--- src/rtl/rr_pkg.sv ---
// rr_pkg: shared state type and index helper for the lock-style round-robin arbiter.
package rr_pkg;

  typedef enum logic [1:0] {
    IDLE  = 2'd0,
    GRANT = 2'd1,
    GAP   = 2'd2
  } rr_state_t;

  // Wrap-around increment: idx+1, or 0 once idx is the last of cnt positions.
  function automatic int next_idx(input int idx, input int cnt);
    if (idx >= cnt - 32'sd1) begin
      return 32'sd0;
    end else begin
      return idx + 32'sd1;
    end
  endfunction

endpackage

--- src/rtl/rr_pick.sv ---
// rr_pick: combinational rotating-priority picker. Scans req starting at ptr,
// wrapping around, and reports the first requesting index.
module rr_pick
  import rr_pkg::*;
#(
  parameter int REQCNT   = 5,
  parameter int REQWIDTH = $clog2(REQCNT)
) (
  input  logic [REQCNT-1:0]   req_i,
  input  logic [REQWIDTH-1:0] ptr_i,
  output logic [REQWIDTH-1:0] idx_o,
  output logic                found_o
);

  logic [REQWIDTH-1:0] cand_s;

  // Walk all REQCNT positions from ptr; the first requesting position wins.
  always_comb begin
    idx_o   = '0;
    found_o = 1'b0;
    cand_s  = ptr_i;
    for (int i = 0; i < REQCNT; i++) begin
      idx_o   = (!found_o && req_i[cand_s]) ? cand_s : idx_o;
      found_o = found_o | req_i[cand_s];
      cand_s  = REQWIDTH'(next_idx(32'(cand_s), REQCNT));
    end
  end

endmodule

--- src/rtl/rr_lock_arb.sv ---
// rr_lock_arb: lock-style round-robin arbiter. A grantee keeps the resource
// until it releases, drops its request, or the hold watchdog fires; every
// grant is followed by one GAP cycle and one IDLE (arbitration) cycle.
module rr_lock_arb
  import rr_pkg::*;
#(
  parameter int REQCNT   = 5,
  parameter int REQWIDTH = $clog2(REQCNT),
  parameter int MAX_HOLD = 16,
  parameter int HOLDW    = $clog2(MAX_HOLD + 1)
) (
  input  logic                clk_i,
  input  logic                rst_n_i,
  input  logic [REQCNT-1:0]   req_i,
  input  logic [REQCNT-1:0]   rel_i,
  output logic [REQCNT-1:0]   gnt_o,
  output logic [REQWIDTH-1:0] gnt_num_o,
  output logic                gnt_val_o,
  output logic                timeout_o
);

  // A disabled watchdog gives HOLDW=0; keep the counter at least one bit wide.
  localparam int                CNTW     = (HOLDW < 1) ? 1 : HOLDW;
  localparam bit                WDOG_EN  = (MAX_HOLD != 0);
  localparam logic [CNTW-1:0]   HOLD_SAT = CNTW'(MAX_HOLD);
  localparam logic [CNTW-1:0]   HOLD_TC  = WDOG_EN ? CNTW'(MAX_HOLD - 1) : '0;
  localparam logic [REQCNT-1:0] ONE_HOT0 = {{(REQCNT-1){1'b0}}, 1'b1};

  rr_state_t           state_q, state_d;
  logic [REQWIDTH-1:0] ptr_q, ptr_d;
  logic [CNTW-1:0]     hold_q, hold_d;
  logic [REQCNT-1:0]   gnt_q, gnt_d;
  logic [REQWIDTH-1:0] num_q, num_d;
  logic                val_q, val_d;
  logic                to_q, to_d;

  logic [REQWIDTH-1:0] pick_idx_s;
  logic                pick_found_s;
  logic [REQWIDTH-1:0] next_ptr_s;
  logic                release_s;

  rr_pick #(
    .REQCNT   (REQCNT),
    .REQWIDTH (REQWIDTH)
  ) u_pick (
    .req_i   (req_i),
    .ptr_i   (ptr_q),
    .idx_o   (pick_idx_s),
    .found_o (pick_found_s)
  );

  // The requester just served becomes lowest priority.
  assign next_ptr_s = REQWIDTH'(next_idx(32'(num_q), REQCNT));
  // Only the current grantee's release/request bits matter.
  assign release_s  = rel_i[num_q] || !req_i[num_q];

  // Next-state and output-register values for the IDLE -> GRANT -> GAP cycle.
  always_comb begin
    state_d = state_q;
    ptr_d   = ptr_q;
    hold_d  = hold_q;
    gnt_d   = gnt_q;
    num_d   = num_q;
    val_d   = val_q;
    to_d    = 1'b0;
    case (state_q)
      IDLE: begin
        hold_d = '0;
        if (pick_found_s) begin
          state_d = GRANT;
          gnt_d   = ONE_HOT0 << pick_idx_s;
          num_d   = pick_idx_s;
          val_d   = 1'b1;
        end else begin
          state_d = IDLE;
        end
      end
      GRANT: begin
        if (release_s) begin
          state_d = GAP;
          gnt_d   = '0;
          val_d   = 1'b0;
          ptr_d   = next_ptr_s;
        end else if (WDOG_EN && (hold_q == HOLD_TC)) begin
          state_d = GAP;
          gnt_d   = '0;
          val_d   = 1'b0;
          ptr_d   = next_ptr_s;
          to_d    = 1'b1;
        end else if (hold_q != HOLD_SAT) begin
          hold_d = hold_q + CNTW'(1'b1);
        end else begin
          hold_d = hold_q;
        end
      end
      GAP: begin
        state_d = IDLE;
        hold_d  = '0;
      end
      default: begin
        state_d = IDLE;
        hold_d  = '0;
        gnt_d   = '0;
        val_d   = 1'b0;
      end
    endcase
  end

  // State and output registers; reset drops any grant at once and returns priority to 0.
  always_ff @(posedge clk_i or negedge rst_n_i) begin
    if (!rst_n_i) begin
      state_q <= IDLE;
      ptr_q   <= '0;
      hold_q  <= '0;
      gnt_q   <= '0;
      num_q   <= '0;
      val_q   <= 1'b0;
      to_q    <= 1'b0;
    end else begin
      state_q <= state_d;
      ptr_q   <= ptr_d;
      hold_q  <= hold_d;
      gnt_q   <= gnt_d;
      num_q   <= num_d;
      val_q   <= val_d;
      to_q    <= to_d;
    end
  end

  assign gnt_o     = gnt_q;
  assign gnt_num_o = num_q;
  assign gnt_val_o = val_q;
  assign timeout_o = to_q;

endmodule

--- config.mk ---
export PLATFORM = sky130hd
export DESIGN_NAME = rr_lock_arb
export DESIGN_NICKNAME = d
export VERILOG_FILES = /design/src/rtl/rr_pkg.sv /design/src/rtl/rr_pick.sv /design/src/rtl/rr_lock_arb.sv
export SDC_FILE = /design/constraint.sdc
export NUM_CORES = 1
export LEC_CHECK = 0
export CAP_MARGIN = 25
export CORE_MARGIN = 4
export CORE_UTILIZATION = 25
export CTS_BUF_LIST = sky130_fd_sc_hd__clkbuf_8 sky130_fd_sc_hd__clkbuf_16
export CTS_CLUSTER_DIAMETER = 40
export DETAILED_ROUTE_END_ITERATION = 7
export SLEW_MARGIN = 0
export SYNTH_ARGS = -nofsm -noshare
export SYNTH_HDL_FRONTEND = slang
export SYNTH_HIERARCHICAL = 1
export SYNTH_SLANG_ARGS = --single-unit
--- constraint.sdc ---
create_clock -name clk_i -period 8.06 [get_ports clk_i]
set_input_delay 1.612 -clock clk_i [delete_from_list [all_inputs] [get_ports clk_i]]
set_output_delay 1.612 -clock clk_i [all_outputs]
set_load 0.1 [all_outputs]
==> results of run 1 <==
-- flip-flops by register name, summed over array words and instances (netlist names) --
signal	count
gnt_num_o	3
gnt_o	5
gnt_val_o	1
hold_q	5
ptr_q	3
state_q	2
timeout_o	1
-- layer usage --
metal  share of wire [%]  global-route usage [%]  wire length (um)  vias to the layer above
met2                  46                    16.0              1890                       46
met5                   0                       0                 0                        -
met3                 3.9                    2.00               160                        4
met1                  50                    14.4              2060                      732
li1                    -                       -                 -                      745
met4                0.96                    2.30                40                        0
-- final timing paths --
path	start	end	slack (ns)	cells past startpoint
worst max-delay path	req_i[4]	gnt_o[4]$_DFFE_PN0P_	3.82	10
worst min-delay path	gnt_o[1]$_DFFE_PN0P_	gnt_o[1]$_DFFE_PN0P_	0.50	1
worst max register to register	ptr_q[0]$_DFFE_PN0P_	gnt_o[4]$_DFFE_PN0P_	4.12	12
worst min register to register	gnt_o[1]$_DFFE_PN0P_	gnt_o[1]$_DFFE_PN0P_	0.50	1
max in group asynchronous	rst_n_i	hold_q[0]$_DFFE_PN0P_	6.23	2
min in group asynchronous	rst_n_i	hold_q[1]$_DFFE_PN0P_	1.70	2
-- cell families after synthesis --
kind of cell / share of synthesized area (%)
fa+ha+maj: 5.22
flops: 29.9
buf+inv: 5.52
compound gates: 28.7
mux: 4.48
simple gates: 26.3
-- synthesized netlist by cell type (all sizes together), types with 3 or more instances --
cell type  instances
a21oi              6
a31oi              4
a32o               3
buf                5
dfrtp             20
ha                 7
inv               15
mux2               3
mux2i              3
nand2             15
nand2b             8
nand3              7
nand4              3
nor2              18
nor2b             12
nor3               3
o21ai             12
o22ai              3
or2                3
-- per-stage QoR --
stage	area [sq um]	hold slack (ns)	cells	utilization (%)	worst slack, ns
final	2040	0.504	287	31.8	3.82
after global placement	1950	0.487	282	30.3	3.55
after detailed placement	1950	0.484	282	30.3	3.58
after global routing	2040	0.556	287	31.8	3.60
after floorplan	1680	0.482	190	-	4.63
after CTS	2020	0.511	286	31.4	3.86
-- area by class of cell --
type | instances | area share (%)
Tap cell | 77 | 4.72
Inverter | 15 | 2.76
Timing Repair Buffer | 22 | 11.5
Multi-Input combinational cell | 149 | 53.0
Clock buffer | 3 | 2.02
Clock inverter | 1 | 1.47
Sequential cell | 20 | 24.5
==> flow_summary.toml, run 1 <==
[worst_setup_path]
critPathLaunchType = "input port"
cp_max_fo = 8
path_class = "in2reg"
crit_buf_inv = 1
worstPathRequired_ns = 8.26
worst_setup_path_end_kind = "flip-flop"
cp_slowest_stage_delay_ns = 0.65
timing.critical_path.mode_cell = "nor2b_1"
cp.arrival_ns = 4.44
cp_cell_sequence = "clkdlybuf4s50_1 > nand2_1 > nor4_1 > a211oi_1 > a311o_1 > nor2b_1 > nand3_1 > nor2b_1 > nor2b_1 > a32o_1"
slowest_stage = "clkdlybuf4s50_1"
crit_family = "simple AND/OR/NAND/NOR gates"

[synth]
synth_warnings = 6
ys_top_cells_by_area = "dfrtp_1, ha_1, nor2b_1, nor2_1, nand2_1"
async_flop_share_pct = 100
ys_seq_area_share_pct = 29.9
synth_cell_types = 63
synth_area_leader_cell = "dfrtp_1"
syn-num-nets = 209
synth_edf_count = 0
synth_area_sq_um = 1680
ys_ff_latch = 20
synthCells = 190
synthFlopType = "dfrtp_1"
avgSynthCellArea_sq_um = 8.82
yosysTopAreaCellShare_pct = 29.9

[timing]
worstMarginPinSlew_ns = 0.984
fmax_mhz = 236
finalClockSkew_ns = 0.00381
finalCritPeriodShare_pct = 52.6
fin_setup_tns_ns = 0
timing.final.hold_violations = 0
relSlewSlack_pct = 34.2
setup_viol = 0
finalCriticalPeriod_ns = 4.24
rsz0062_at_grt = "no"
slew_viol_final = 0

[place]
port_buffers = 21
place_congestion = 0.882
hpwl_mm = 3.10

[clock_tree]
cts.clk_slew.worst_paths_ns = 0.08
clk_latency_ns = 0.26
cts_tree = "built"
root_buffer = "clkbuf_8"
numClockSinks = 20
cts-hold-fix-buffers = 0
htree_levels = 1
cts_setup_buffers = 0
numCtsBuffers = 3
cts_resized = 0
clockBufferDepth = 2

[detailed_routing]
vias = 1527
routed_wl_mm = 4.15
dr.first_iter.drc_count = 164
final_antenna_net_count = 0
route.detailed.drc = 0
firstDrtPassIters = 4
wire_per_inst_um = 14.4
viasPerCell = 5.32

[finish]
mostFrequentLayoutCells = "clkdlybuf4s50_1, dfrtp_1, nor2_1"
multi_input_area_sq_um = 1080
drive_gt1_share_pct = 10.5
nFillCells = 645
syn2layout_area_growth_pct = 21.9
layout_commonest_cell = "clkdlybuf4s50_1"
fin_nets = 230
antenna_cells = 0
regArea_sq_um = 500

[global_routing]
overflow = 0
track_usage_pct = 10.2
grt_pass1_vias = 1425
grt_pass1_wl_mm = 6.90
antenna_found_initial = 0
grt_start_max_net_pins = 21

[floorplanning]
die_y_um = 89.9
rows = 29
core-area_sq_um = 6420
io_pins = 22
dieArea_sq_um = 8080
die_w_um = 89.9
start_util_pct = 26.1

[run]
drv_cap = 0

[run_status]
status = "finished clean"

[worst_hold_path]
min_path_type = "reg2reg"
Power of run 1 is left out: the tool's default activity adds up to more than one toggle a clock period on the data nets, which glitch-free logic cannot reach.
==> run 2, diff against run 1 <==
==> constraint.sdc (replaced) <==
create_clock -name clk_i -period 4.35 [get_ports clk_i]
set_input_delay 0.87 -clock clk_i [delete_from_list [all_inputs] [get_ports clk_i]]
set_output_delay 0.87 -clock clk_i [all_outputs]
set_load 0.1 [all_outputs]
==> flow_summary.toml, run 2 (synthesized netlist as in run 1, its figures left out) <==
[floorplanning]
io_pins = 22
core-area_sq_um = 6420
die_y_um = 89.9
rows = 29
dieArea_sq_um = 8080
die_w_um = 89.9
start_util_pct = 26.1

[global_routing]
overflow = 0
grt.met2_usage_pct = 16.4
track_usage_pct = 10.2
grt_pass1_wl_mm = 6.98
grtUsageMet3_pct = 1.92
antenna_found_initial = 0
grt_pass1_vias = 1399
grtUsageMet1_pct = 14.3
grt_start_max_net_pins = 21
top_usage_layer = "met2"

[clock_tree]
numClockSinks = 20
cts_resized = 0
numCtsBuffers = 3
root_buffer = "clkbuf_8"
cts_setup_buffers = 0
cts.clk_slew.worst_paths_ns = 0.08
cts-hold-fix-buffers = 0
htree_levels = 1
clockBufferDepth = 2
cts_tree = "built"
clk_latency_ns = 0.26

[finish]
multi_input_area_sq_um = 1080
regArea_sq_um = 500
drive_gt1_share_pct = 10.9
nFillCells = 650
mostFrequentLayoutCells = "clkdlybuf4s50_1, dfrtp_1, nor2_1"
fin_nets = 231
layout_commonest_cell = "clkdlybuf4s50_1"
antenna_cells = 0
syn2layout_area_growth_pct = 22.3

[timing]
worstMarginPinSlew_ns = 0.977
finalClockSkew_ns = 0.00538
setup_viol = 0
slew_viol_final = 0
timing.final.hold_violations = 0
finalCriticalPeriod_ns = 3.77
relSlewSlack_pct = 34.6
fmax_mhz = 265
finalCritPeriodShare_pct = 86.7
rsz0062_at_grt = "no"
fin_setup_tns_ns = 0

[detailed_routing]
dr.first_iter.drc_count = 213
route.detailed.drc = 0
wire_per_inst_um = 14.6
vias = 1527
final_antenna_net_count = 0
routed_wl_mm = 4.21
firstDrtPassIters = 4
viasPerCell = 5.30

[worst_setup_path]
worst_setup_path_end_kind = "flip-flop"
critPathLaunchType = "flip-flop"
worstPathRequired_ns = 4.55
cp_max_fo = 15
cp.arrival_ns = 3.98
path_class = "reg2reg"

[worst_hold_path]
min_path_type = "reg2reg"

[place]
port_buffers = 21
place_congestion = 0.852
hpwl_mm = 3.10

[run]
drv_cap = 0

[run_status]
status = "finished clean"
run 2: cell count changes in the layout (fill, tap and decap cells not counted):
cell,delta
buf_4,+1
run 2: metrics by stage:
step           area, sq um  setup slack, ns  instances  util [%]  hold WS [ns]
2_1_floorplan         1680             1.09        190         -         0.482
3_3_place_gp          1950            0.680        283      30.4         0.500
3_5_place_dp          1950            0.641        283      30.4         0.484
4_1_cts               2030            0.614        287      31.5         0.521
5_1_grt               2050            0.258        288      31.9         0.552
6_report              2050            0.578        288      31.9         0.508
run 2: final timing paths:
path                                      start                     to  slack (ns)  depth (start not counted)
hold reg to reg            gnt_o[1]$_DFFE_PN0P_   gnt_o[1]$_DFFE_PN0P_        0.51                          1
setup / recovery           ptr_q[0]$_DFFE_PN0P_   gnt_o[4]$_DFFE_PN0P_        0.58                         13
setup reg to reg           ptr_q[0]$_DFFE_PN0P_   gnt_o[4]$_DFFE_PN0P_        0.58                         13
min in group asynchronous               rst_n_i  hold_q[0]$_DFFE_PN0P_        0.96                          2
max in group asynchronous               rst_n_i    timeout_o$_DFF_PN0_        3.26                          2
hold / removal             gnt_o[1]$_DFFE_PN0P_   gnt_o[1]$_DFFE_PN0P_        0.51                          1
run 2: layout make-up:
| cell class | instances | share of cell area, % |
|---|---|---|
| flip-flops and latches | 20 | 24.4 |
| clock buffers | 3 | 2.01 |
| clock inverters | 1 | 1.46 |
| repair buffers | 23 | 11.8 |
| inverters | 15 | 2.75 |
| well taps | 77 | 4.70 |
| multi-input cells | 149 | 52.8 |
run 2: routing by layer:
| layer | part of all wire [%] | routed length (um) |
|---|---|---|
| met1 | 48 | 2040 |
| met2 | 45 | 1890 |
| met3 | 6.2 | 263 |
| met4 | 0.47 | 20 |
| met5 | 0 | 0 |
run 2: worst max-delay path, stage by stage (launching register included):
cell and delay, ns:
dfrtp_1 0.53, ha_1 0.42, nand2b_1 0.12, inv_1 0.08, ha_1 0.46, nand2_1 0.12, nor4_1 0.29, a211oi_1 0.10
a311o_1 0.37, nor2b_1 0.18, nand3_1 0.07, nor2b_1 0.32, nor2b_1 0.43, a32o_1 0.23
Power of run 2 is left out for the same reason.
==> run 3, diff against run 2 <==
--- a/config.mk
+++ b/config.mk
@@ -5,6 +5,7 @@
 export SDC_FILE = /design/constraint.sdc
 export NUM_CORES = 1
 export LEC_CHECK = 0
+export ABC_AREA = 1
 export CAP_MARGIN = 25
 export CORE_MARGIN = 4
 export CORE_UTILIZATION = 25
==> flow_summary.toml, run 3 <==
[run_status]
status = "finished clean"

[global_routing]
grt_pass1_vias = 1598
grt_pass1_wl_mm = 7.44
grt_start_max_net_pins = 21
overflow = 0
track_usage_pct = 10.7
antenna_found_initial = 0

[worst_hold_path]
min_path_type = "reg2reg"
holdPathEnd = "gnt_o[1]$_DFFE_PN0P_"
holdPathStages = 2
holdCritStartpoint = "gnt_o[1]$_DFFE_PN0P_"

[worst_setup_path]
worstPathRequired_ns = 4.56
cp_max_fo = 5
worst_r2r_endpoint = "gnt_o[4]$_DFFE_PN0P_"
rrSetupSlack_ns = 1.41
ff2ff_path_depth = 21
rr_startpoint = "ptr_q[0]$_DFFE_PN0P_"
cp.arrival_ns = 3.15
critPathLaunchType = "input port"
path_class = "in2reg"
worst_setup_path_end_kind = "flip-flop"

[run]
drv_cap = 0

[detailed_routing]
final_antenna_net_count = 0
vias = 1645
viasPerCell = 4.28
firstDrtPassIters = 4
routed_wl_mm = 4.21
route.detailed.drc = 0
dr.first_iter.drc_count = 103
wire_per_inst_um = 11.0

[clock_tree]
cts.clk_slew.worst_paths_ns = 0.08
root_buffer = "clkbuf_8"
cts_tree = "built"
numCtsBuffers = 3
htree_levels = 1
clockBufferDepth = 2
cts-hold-fix-buffers = 0
clk_latency_ns = 0.26
cts_setup_buffers = 0
cts_resized = 0
numClockSinks = 20

[timing]
fin_setup_tns_ns = 0
finalClockSkew_ns = 0.00234
slew_viol_final = 0
relSlewSlack_pct = 35.1
setup_viol = 0
whs_ns = 0.472
rsz0062_at_grt = "no"
finalCritPeriodShare_pct = 67.7
worstMarginPinSlew_ns = 0.970
finalCriticalPeriod_ns = 2.95
timing.final.hold_violations = 0
fmax_mhz = 339

[place]
port_buffers = 21
place_congestion = 0.852
dpl_cell_area_sq_um = 2100
hpwl_mm = 3.37

[floorplanning]
die_w_um = 92.2
core-area_sq_um = 6830
start_util_pct = 25.9
dieArea_sq_um = 8500
rows = 30
die_y_um = 92.2
io_pins = 22

[finish]
drive_gt1_share_pct = 13.9
antenna_cells = 0
mostFrequentLayoutCells = "nand2_1, nand3_1, inv_1"
layout_commonest_cell = "nand2_1"
fin_area_sq_um = 2190
nFillCells = 756
fin_nets = 308
syn2layout_area_growth_pct = 23.5

[synth]
synthTopCellsByCount = "nand2_1, nand3_1, inv_1, dfrtp_1, nor2_1"
synthCells = 262
yosysMostFrequentCell = "nand2_1"
ys_top_cells_by_area = "dfrtp_1, nand2_1, nand3_1, inv_1, nand2_4"
synth_edf_count = 0
yosysTopAreaCellShare_pct = 28.2
synthFlopType = "dfrtp_1"
synth_area_leader_cell = "dfrtp_1"
ys_ff_latch = 20
synth_cell_types = 27
synth_warnings = 6
syn-num-nets = 281
avgSynthCellArea_sq_um = 6.76
ys_seq_area_share_pct = 28.2
synth_area_sq_um = 1770
async_flop_share_pct = 100
run 3: cell types whose count changed after synthesis, moves of 4 or more:
| cell | change |
|---|---|
| inv_1 | +18 |
| nor2b_1 | -12 |
| nand3_2 | +4 |
| inv_2 | +5 |
| nand2_1 | +75 |
| nand2_4 | +10 |
| nand2_2 | +4 |
| nand2b_1 | -8 |
| buf_2 | -4 |
| nand3_1 | +26 |
run 3: how the worst max path moves through the flow:
stage                                    start              endpoint  slack [ns]  cells past startpoint
after floorplan           ptr_q[0]$_DFFE_PN0P_  gnt_o[4]$_DFFE_PN0P_        1.85                     21
after global placement                req_i[1]  gnt_o[4]$_DFFE_PN0P_        1.13                     19
after detailed placement              req_i[1]  gnt_o[4]$_DFFE_PN0P_        1.14                     19
after CTS                 ptr_q[0]$_DFFE_PN0P_  gnt_o[4]$_DFFE_PN0P_        1.40                     21
after global routing      ptr_q[0]$_DFFE_PN0P_  gnt_o[4]$_DFFE_PN0P_        1.11                     21
final                                 req_i[0]  gnt_o[4]$_DFFE_PN0P_        1.40                     19
run 3: cell families after synthesis:
logic type | after synthesis | share of synthesized area [%]
AOI/OAI and AO/OA | 21 | 7.42
adders and majority gates | 7 | 4.94
buffers and inverters | 38 | 8.05
DFF | 20 | 28.2
and+or+nand+nor | 176 | 51.3
run 3: per-layer routing:
layer  GRT usage (%)  routed length (um)  vias up
met5               0                   0        -
met4            1.24                  24        0
met3            2.79                 168        2
met2            19.2                2060       35
met1            13.2                1960      724
li1                -                   -      884
run 3: metrics by stage:
step                      cells  setup slack [ns]  util [%]
after CTS                   383              1.40      31.8
final                       384              1.40      32.0
after detailed placement    379              1.14      30.8
after global placement      379              1.13      30.8
after floorplan             262              1.85         -
after global routing        384              1.11      32.0
run 3: area by class of cell:
| class | instances | area [sq um] | area share (%) |
|---|---|---|---|
| flip-flops and latches | 20 | 500 | 22.9 |
| well taps | 96 | 120 | 5.49 |
| inverters | 38 | 143 | 6.52 |
| clock buffers | 3 | 41.3 | 1.89 |
| multi-input cells | 204 | 1130 | 51.6 |
| clock inverters | 1 | 30.0 | 1.37 |
| repair buffers | 22 | 225 | 10.3 |
run 3: worst max-delay path: stages:
cell and delay, ns:
clkdlybuf4s50_1 0.61, inv_1 0.10, nand2_1 0.07, nand3_1 0.06, nand2_1 0.06, nand2_1 0.05
nand2_1 0.11, inv_1 0.08, nand2_1 0.17, nor2_8 0.05, nand2_1 0.08, nor2_1 0.04
nor2_1 0.09, nand2_1 0.08, inv_1 0.11, nand2_1 0.08, nor3b_1 0.21, nand3_1 0.12
nand2_1 0.09
Power of run 3 is left out for the same reason.
